===== src/rtl/instr_sequencer.sv =====
// Fetch/decode/execute sequencer: owns pc, IR, flags and the retired counter.
// Latency 3 cycles per instruction plus one per imem_ack wait cycle; fetch waits indefinitely for ack.
module instr_sequencer #(
    parameter int PC_W  = 8,
    parameter int LIT_W = 8,
    parameter int CNT_W = 16
) (
    input  logic               clk,
    input  logic               rst_n,
    input  logic               run,
    output logic               imem_req,
    output logic [PC_W-1:0]    imem_addr,
    input  logic               imem_ack,
    input  logic [6+LIT_W:0]   imem_rdata,
    output logic [6:0]         opcode,
    output logic [LIT_W-1:0]   literal,
    output logic               exec_en,
    input  logic               is_jump,
    input  logic [3:0]         jump_cond,
    input  logic               flags_write,
    input  logic [3:0]         alu_flags,
    output logic [3:0]         flags,
    output logic [PC_W-1:0]    pc,
    output logic               halted,
    output logic               busy,
    output logic [CNT_W-1:0]   retired
);

    localparam logic [6:0] HALT_OP = 7'h7F;

    typedef enum logic [2:0] {IDLE, FETCH, DECODE, EXEC, HALT} state_t;

    state_t              state;
    logic [6+LIT_W:0]    ir;
    logic [PC_W-1:0]     jump_target;
    logic                cond_ok;

    assign opcode    = ir[6+LIT_W:LIT_W];
    assign literal   = ir[LIT_W-1:0];
    assign imem_addr = pc;

    generate
        if (PC_W > LIT_W) begin : g_ext
            assign jump_target = {{(PC_W-LIT_W){1'b0}}, literal};
        end else begin : g_trunc
            assign jump_target = literal[PC_W-1:0];
        end
    endgenerate

    // Conditions see the flags register as it was before this EXEC's write.
    always_comb begin
        cond_ok = 1'b0;
        case (jump_cond)
            4'b1111: cond_ok = 1'b1;
            4'b0001: cond_ok = flags[3];
            4'b0010: cond_ok = !flags[3];
            4'b0011: cond_ok = !flags[3] && !flags[2];
            4'b0100: cond_ok = flags[2];
            4'b0101: cond_ok = !flags[2];
            4'b0110: cond_ok = flags[3] || flags[2];
            4'b0111: cond_ok = flags[1];
            4'b1000: cond_ok = flags[0];
            default: cond_ok = 1'b0;
        endcase
    end

    always_ff @(posedge clk or negedge rst_n) begin
        if (!rst_n) begin
            state    <= IDLE;
            pc       <= '0;
            ir       <= '0;
            flags    <= '0;
            retired  <= '0;
            imem_req <= 1'b0;
            exec_en  <= 1'b0;
            halted   <= 1'b0;
            busy     <= 1'b0;
        end else begin
            exec_en <= 1'b0;
            case (state)
                IDLE: begin
                    if (run) begin
                        state    <= FETCH;
                        imem_req <= 1'b1;
                        busy     <= 1'b1;
                    end
                end
                FETCH: begin
                    if (imem_ack) begin
                        ir       <= imem_rdata;
                        imem_req <= 1'b0;
                        state    <= DECODE;
                    end
                end
                DECODE: begin
                    state   <= EXEC;
                    exec_en <= 1'b1;
                end
                EXEC: begin
                    if (flags_write) begin
                        flags <= alu_flags;
                    end
                    if (retired != {CNT_W{1'b1}}) begin
                        retired <= retired + 1'b1;
                    end
                    if (opcode == HALT_OP) begin
                        state  <= HALT;
                        halted <= 1'b1;
                        busy   <= 1'b0;
                    end else begin
                        if (is_jump && cond_ok) begin
                            pc <= jump_target;
                        end else begin
                            pc <= pc + 1'b1;
                        end
                        state    <= FETCH;
                        imem_req <= 1'b1;
                    end
                end
                HALT: begin
                    if (run) begin
                        pc       <= '0;
                        flags    <= '0;
                        halted   <= 1'b0;
                        busy     <= 1'b1;
                        imem_req <= 1'b1;
                        state    <= FETCH;
                    end
                end
                default: begin
                    state <= IDLE;
                end
            endcase
        end
    end

endmodule


===== config.mk =====
export PLATFORM = sky130hd
export DESIGN_NAME = instr_sequencer
export DESIGN_NICKNAME = d
export VERILOG_FILES = /design/src/rtl/instr_sequencer.sv
export SDC_FILE = /design/constraint.sdc
export NUM_CORES = 1
export LEC_CHECK = 0
export ABC_AREA = 0
export BUFFER_PORTS_ARGS = -buffer_cell sky130_fd_sc_hd__buf_2
export CAP_MARGIN = 20
export CORE_ASPECT_RATIO = 0.9
export CORE_MARGIN = 1.5
export CORE_UTILIZATION = 37
export CTS_CLUSTER_SIZE = 12
export DETAILED_ROUTE_END_ITERATION = 7
export HOLD_SLACK_MARGIN = 0.06
export SKIP_CTS_REPAIR_TIMING = 1
export SYNTH_ARGS = -nofsm -noshare
export SYNTH_HDL_FRONTEND = slang
export SYNTH_SLANG_ARGS = --single-unit

===== constraint.sdc =====
create_clock -name clk -period 2 [get_ports clk]
set_input_delay 0.4 -clock clk [delete_from_list [all_inputs] [get_ports clk]]
set_output_delay 0.4 -clock clk [all_outputs]
set_load 0.01 [all_outputs]

# [After elaboration in Yosys (flattened, before gate mapping)]
# Index checks and enable logic that the tools add are counted.
[op_classes] bitwise=0 reduce_logical=18 muxes=22 n_div=0 n_shift=0 n_mul=0 eq_ne=21 n_lt_le_gt_ge=0 n_addsub=2
[op_table] operator="$mux W8" n=3
[op_table] operator="$add A16 B1 Y16 const B" n=1
[op_table] operator="$eq A4 B3 Y1 const B" n=4
[op_table] operator="$ne A16 B16 Y1 const B" n=1
[op_table] operator="$pmux W8 S2" n=1
[op_table] operator="$pmux W3 S4" n=1
[op_table] operator="$reduce_and A3 Y1" n=4
[op_table] operator="$ne A2 B2 Y1 const B" n=5
[op_table] operator="$mux W3" n=3
[op_table] operator="$pmux W1 S9" n=1
[op_table] operator="$add A8 B1 Y8 const B" n=1
[op_table] operator="$eq A4 B2 Y1 const B" n=2
[op_table] operator="$eq A4 B4 Y1 const B" n=2
[op_table] operator="$mux W4" n=2
[op_table] operator="$pmux W4 S2" n=1
[op_table] operator="$eq A7 B7 Y1 const B" n=1
[op_table] operator="$mux W1" n=7
[op_table] operator="$eq A3 B2 Y1 const B" n=2
[op_table] operator="$reduce_and A2 Y1" n=3
[op_table] operator="$eq A4 B1 Y1 const B" n=1
[op_table] operator="$pmux W1 S2" n=2
[op_table] operator="$reduce_and A4 Y1" n=1
[op_table] operator="$reduce_bool A2 Y1" n=2
[op_table] operator="$eq A3 B1 Y1 const B" n=1
[op_table] operator="9 further kinds" n=11
[word_totals] out_inout_bits=55 register_bits=50 romBits=0 latchBits=0 mem_bits_rw=0 mem_count=0 wordCells=72

# [Longest topological paths before layout]
# Gate-level depths: netlist of run 1.
[depth] ltp_word=7 mapped_depth=7 ltp_nobuf=6

# [Worst setup path after synthesis of run 1]
# Ideal clock, no wire load.
[synth_timing] path_type="register -> register" from="reg retired[0]" to="reg retired[5]" arrival_ps=1608 path_stages_with_launch=7 synth_period_minus_slack_ps=1737 slack_ps=263 required_ps=1872 setup_time_ps=128 path_cell_list="dfrtp_1 ha_1 nand4_1 o41a_2 nand4_1 nor2_1 xor2_1"
[synth_via] elab_chain_cells=2 elab_cells_between_ends=3 classes_between="add/sub (1); eq/ne (1); reduce/logical (1)"
[synth_lines] element="start: declaration" line_no="26" rtl="output logic [CNT_W-1:0] retired"
[synth_lines] element="start signal: assignment" line_no="104" rtl="retired <= retired + 1'b1;"
[synth_lines] element="branches (longest 2 deep; another with $add A16 B1 Y16)"
# Several ways; the timed one is not identified.
# A chain may end at the register's enable or synchronous reset.

# [Final worst setup path of run 1]
# Same ends and word-level chain as after synthesis.

==> impl_results.md, run 1 <==
* Status: completed
* Estimated wirelength of the detail-placed design at about 4400 um
* Number of enable-type register cells in the synthesized netlist at 0
* Tightest Hold Check Type: input port to async pin
* TritonCTS clock tree: done
* GRT Total Usage at approximately 17%
* FF+latch count, synth at 50
* Clk_lat worst skew at ~0.3 ns
* Drt total wl at about 5700 um
* Layout overhead on the synthesized area at 26.1%
* Max Clock Skew at 0.00950 ns
* Combinational fraction of design power at 40.4%
* # Max-Cap Violations at 0
* Average wire length per cell after detail routing at between 10 and 15 um
* Area occupied by multi-input gates at approximately 1200 sq um
* Fraction of the cycle the final worst path needs at roughly 90%
* Sequential Power Share at a little over two fifths
* Sum of negative setup slack at 0 ns
* Via-to-Cell Ratio at ~5
* Post-CTS clock slew at the launch and capture registers of the worst setup and hold paths at around 0.090 ns
* Height of the chip at 81.2 um
* Maximum buffer depth of the clock tree at 2
* Stage delay of the slowest cell on the critical path at ~0.49 ns
* Wire length of the first global-routing pass at just under 10000 um
* Post-Place Cell Area at ~3000 sq um
* Category of the most critical setup path: flop to flop
* Post-layout min period at ~1.8 ns
* Num ports at 84
* Routability cong. at between 0.8 and 0.9
* Worst IR Drop VDD at around 0.53 mV
* Power density cells at ~1300 nW/um^2
* Final Instance Area at 3170 sq um
* Via count of the first global-routing pass at 2107
* Max-slew violations at 0
* Synthesized net count at 278
* Static Leak at 1.51 nW
* Gate count after technology mapping at 247
* Cell chosen for the clock root: clkbuf_8
* Fillers at 681
* Number of buffers created by CTS at 5
* Pin count of the biggest net entering global routing at 23
* Reported net switching power at ~1.5 mW
* Area of the mapped netlist at between 2000 and 3000 sq um
* Worst-margin pin slew at 0.523 ns
* Row cnt at 28
* Count of cell types in the netlist at 42
* Number of antenna violations at the first check in global routing at 0
* Critical Path Most Common Cell: nand4_1
* Category of the worst setup path launch point: flop
* CTS Sinks at 50
* Clock Power Share at approximately 17%
* Part of the Yosys area used for sequential elements at roughly half
* Worst relative slew slack at about two thirds
* Htree depth at 2
* IO Port Bufs at 83
* Design internal power at 2.47 mW
* Overall die area at ~7300 sq um
* Endpoint type of the worst setup path: flop
* Residual DRC count at 0
* Final global-route overflow total at 0
* Number of hold violations in the final report at 0
* Max Clock Freq at 0.541 GHz
* First-pass iteration count of the detailed router at 4
* Initial DRC count at a little under 60
* Number of antenna-violating nets in the routed design at 0
* Flip-flop and latch area at 1250 sq um
* Via count of the routed design at 2122
* Switching fraction of total power at 37.8%
* Predominant post-synthesis flop cell: dfrtp_1
* Mean cell area of the mapped netlist at 10.2 sq um
* Effective utilization at floorplan at roughly two fifths
* Data arrival at the endpoint of the critical path at between 2 and 2.5 ns
* Overall die width at 89.9 um
* Share of layout cells above drive strength 1 at 37.6%
* Diode insertion count for antenna repair at 0
* Async set or reset register ratio after synthesis at between 90% and 100%
* Required arrival time at the worst endpoint at 2.19 ns
* CP max stage cell: o41a_2
* Highest fanout seen on the critical path at 6
* Core Box Area at about 6600 sq um
* Setup repair after global routing missed its margin: false
* Setup violators final at 0
* Total power of the final layout at 3.97 mW
* Fin nets at around 370
* Number of warnings printed during yosys synthesis at 0
* Ordered cell list for the critical path: ha_1 > nand4_1 > o41a_2 > nand4_1 > nor2_1 > xor2_1
sequential cells by signal (all words and copies together), names as in the netlist:
register,count
retired,16
ir,15
imem_addr,8
flags,4
state,3
busy,1
exec_en,1
halted,1
imem_req,1
synthesized netlist by cell type (all sizes together) (5+ instances only):
cell type,count,area (sq um)
dfrtp,50,1250
nand2,38,143
nor2,20,75.1
mux2,14,158
buf,13,91.3
nand3,12,65.1
o21ai,12,60.1
nand4,9,56.3
xnor2,7,61.3
xor2,7,61.3
a21oi,6,30.0
inv,6,22.5
o2111ai,6,52.6
and2,5,33.8
o211ai,5,37.5
logic make-up after synthesis:
family / after synthesis / synth area share (%)
and+or+nand+nor: 107 / 21.6
DFF: 50 / 49.7
AOI/OAI and AO/OA: 40 / 11.8
buffers and inverters: 20 / 4.67
xor gates and xnor gates: 14 / 4.87
muxes: 14 / 6.27
adders and majority gates: 2 / 0.994
layout by cell type, fill, tap and decap left out, types with 2 or more instances in the layout:
master	n
buf_2	83
dfrtp_1	50
nand2_1	38
nor2_1	20
mux2_2	14
nand3_1	11
o21ai_0	11
nand4_1	9
buf_4	9
clkbuf_8	8
xor2_1	7
xnor2_1	7
a21oi_1	6
inv_1	6
o2111ai_1	6
o211ai_1	5
nor3_1	4
and2_1	4
o311ai_1	3
nand2b_1	2
nand3b_1	2
nor3b_2	2
and3_1	2
or2_2	2
o21a_1	2
nor4_1	2
nor2b_1	2
ha_1	2
buf_12	2
path summary, 6_finish.rpt:
kind                       depth (start not counted)  slack [ns]     startpoint           end
max                                                6        0.15     retired[0]    retired[5]
min                                                1        0.07          rst_n    retired[7]
max reg2reg                                        6        0.15     retired[0]    retired[5]
min reg2reg                                        2        0.50           busy          busy
max in group asynchronous                          2        1.39          rst_n  imem_addr[0]
min in group clk                                   3        0.31  imem_rdata[6]         ir[6]
per-stage QoR:
| step | util (%) | std cells | hold slack (ns) | worst slack [ns] |
|---|---|---|---|---|
| after floorplan | - | 247 | 0.104 | 0.263 |
| after global placement | 46.5 | 417 | 0.406 | 0.153 |
| after detailed placement | 46.5 | 417 | 0.415 | 0.149 |
| after CTS | 48.2 | 425 | 0.0812 | 0.121 |
| after global routing | 48.2 | 425 | 0.0940 | 0.0199 |
| final | 48.2 | 425 | 0.0664 | 0.150 |
critical path, delay by kind of cell (launching register included):
family                     cells  cell delay (ns)
AOI/OAI and AO/OA              1             0.49
DFF                            1             0.44
and+or+nand+nor                3             0.40
adders and majority gates      1             0.27
xor gates and xnor gates       1             0.13
power by group through the flow:
| stage | sequential, mW | combinational [mW] | clock, mW |
|---|---|---|---|
| 6_report | 1.69 | 1.60 | 0.675 |
| 5_1_grt | 1.76 | 1.79 | 0.748 |
| 4_1_cts | 1.70 | 1.63 | 0.700 |
| 3_5_place_dp | 1.72 | 1.62 | 0 |
| 3_3_place_gp | 1.70 | 1.61 | 0 |
| 2_1_floorplan | 1.82 | 0.885 | 0 |
layer usage:
| metal | track usage (%) | up-vias | share of wire (%) |
|---|---|---|---|
| li1 | - | 1051 | - |
| met1 | 22.8 | 998 | 49 |
| met2 | 27.6 | 66 | 44 |
| met3 | 3.93 | 7 | 6.0 |
| met4 | 4.29 | 0 | 0.77 |
| met5 | 0 | - | 0 |
final cells by class:
class	instances	share of cell area [%]
Timing Repair Buffer	94	16.5
Tap cell	90	3.55
Multi-Input combinational cell	177	36.3
Inverter	6	0.710
Sequential cell	50	39.4
Clock buffer	8	3.47
(Power assumes the default switching activity.)
==> run 2: changes to the inputs <==
--- a/config.mk
+++ b/config.mk
@@ -8,7 +8,7 @@
 export ABC_AREA = 0
 export BUFFER_PORTS_ARGS = -buffer_cell sky130_fd_sc_hd__buf_2
 export CAP_MARGIN = 20
-export CORE_ASPECT_RATIO = 0.9
+export CORE_ASPECT_RATIO = 0.75
 export CORE_MARGIN = 1.5
 export CORE_UTILIZATION = 37
 export CTS_CLUSTER_SIZE = 12
==> run 2 against run 1 <==
  * Core utilization increased by 1.2 points
  * Register-to-register slack worse by 0.04 ns
  * Die area hardly changed
  * First-iteration DRC count increased by 12%
  * Final cell count shrank 1.4%
  * Largest power group unchanged
  * Highest routed layer unchanged
==> impl_results.md, run 2 (same netlist as run 1, synthesis figures left out) <==
* Post-layout min period at roughly 1.9 ns
* Average wire length per cell after detail routing at approximately 15 um
* Initial DRC count at between 60 and 70
* Category of the most critical setup path: flop to flop
* First-pass iteration count of the detailed router at 4
* Via count of the routed design at about 2100
* Htree depth at 2
* Hold Path Cell Cnt at 3
* Final Instance Area at 3180 sq um
* Height of the chip at 74.4 um
* Static Leak at approximately 1.5 nW
* Final global-route overflow total at 0
* Area occupied by multi-input gates at around 1200 sq um
* Dpl cells at 410
* Category of the worst setup path launch point: flop
* Max Clock Freq at around 0.53 GHz
* Worst Reg2Reg Path Length in Cells at 6
* Row cnt at 25
* Number of buffers created by CTS at 5
* Total power of the final layout at about 4.1 mW
* Fin cells at around 420
* Worst IR Drop VDD at ~0.6 mV
* Endpoint type of the worst setup path: flop
* Most common cell after layout, fill and taps aside: buf_2
* Worst reg2reg startpoint: retired[0]
* Power density cells at around 1300 nW/um^2
* Most frequent cells in the layout: buf_2, dfrtp_1, nand2_1
* Setup violators final at 0
* Destination of the worst hold path: ir[6]
* Worst-case register-to-register setup slack at approximately 0.11 ns
* Layout overhead on the synthesized area at 26.5%
* Largest register by flop count: retired
* Effective utilization at floorplan at between 30% and 40%
* Overall die width at about 98 um
* Diode insertion count for antenna repair at 0
* Tightest Hold Check Type: input port to flop
* Via count of the first global-routing pass at 1989
* Smallest setup slack after layout at ~0.11 ns
* Number of hold violations in the final report at 0
* IO Port Bufs at 83
* # Max-Cap Violations at 0
* Number of antenna violations at the first check in global routing at 0
* Worst flop-to-flop path endpoint: retired[10]
* Wire length of the first global-routing pass at slightly below 10000 um
* Routability cong. at between 0.7 and 0.8
* Highest fanout seen on the critical path at 6
* Post-CTS clock slew at the launch and capture registers of the worst setup and hold paths at 0.09 ns
* Worst-margin pin slew at 0.624 ns
* CP max stage cell: o41a_2
* Flip-flop and latch area at approximately 1300 sq um
* Residual DRC count at 0
* Worst path bufs/invs at 0
* CTS Sinks at 50
* Num ports at 84
* Worst hold path startpoint: imem_rdata[6]
* Setup repair after global routing missed its margin: false
* TritonCTS clock tree: done
* Flip-flop count of the largest register, all copies and words added at 16
* Worst relative slew slack at about three fifths
* Sum of negative setup slack at 0 ns
* Fillers at 645
* Worst slack, placed at around 0.14 ns
* Max-slew violations at 0
* Stage delay of the slowest cell on the critical path at 0.50 ns
* Core Box Area at about 6400 sq um
* Family with the most delay on the worst path: compound AO/OA/AOI/OAI gates
* Number of antenna-violating nets in the routed design at 0
* Post-Place Cell Area at 3050 sq um
* GRT Total Usage at between 10% and 20%
* Fraction of the cycle the final worst path needs at 94.3%
* Maximum buffer depth of the clock tree at 2
* Estimated wirelength of the detail-placed design at around 4700 um
* Final core utilization at 49.4%
* Pin count of the biggest net entering global routing at 33
* Minimum hold slack at 0.295 ns
* Ordered cell list for the critical path: ha_1 > nand4_1 > o41a_2 > nand3_2 > nor2_1 > xor2_1
* Overall die area at about 7300 sq um
* Data arrival at the endpoint of the critical path at just over 2 ns
* Status: completed
* Drt total wl at between 6000 and 7000 um
* Via-to-Cell Ratio at just over 5
* Required arrival time at the worst endpoint at 2.19 ns
* Max Clock Skew at between 0.008 and 0.009 ns
* Clk_lat worst skew at 0.31 ns
* Cell chosen for the clock root: clkbuf_8
* Fin nets at ~370
* Share of layout cells above drive strength 1 at between 30% and 40%
run 2: final cells by class:
| class | count | share of cell area (%) |
|---|---|---|
| Inverter | 6 | 0.708 |
| Clock buffer | 5 | 2.16 |
| Timing Repair Buffer | 97 | 16.8 |
| Sequential cell | 50 | 39.3 |
| Multi-Input combinational cell | 177 | 36.4 |
| Tap cell | 81 | 3.18 |
| Clock inverter | 3 | 1.42 |
run 2: worst max-delay path by stage:
stage          startpoint          end  slack [ns]  depth (start not counted)
6_report       retired[0]  retired[10]        0.11                          6
4_1_cts        retired[0]  retired[10]        0.12                          6
3_3_place_gp   retired[0]  retired[15]        0.23                          6
3_5_place_dp   retired[0]  retired[15]        0.14                          6
2_1_floorplan  retired[0]   retired[5]        0.26                          6
5_1_grt        retired[0]  retired[10]        0.02                          6
run 2: tightest hold or removal path, stage by stage:
cell and delay [ns]:
buf_2 0.08, nand2_1 0.03, o21ai_0 0.06
run 2: where the power goes:
group	leakage (nW)	switching [mW]	internal, mW	total [mW]
logic	0.837	0.877	0.765	1.64
registers	0.628	0.343	1.36	1.70
clock network	0.0504	0.352	0.372	0.724
total	1.52	1.57	2.49	4.07
run 2: metal layers:
metal / GRT usage [%] / part of all wire, %
met4: 4.23 / 0.58
met1: 24.8 / 50
met2: 27.0 / 46
met3: 4.61 / 3.6
met5: 0 / 0
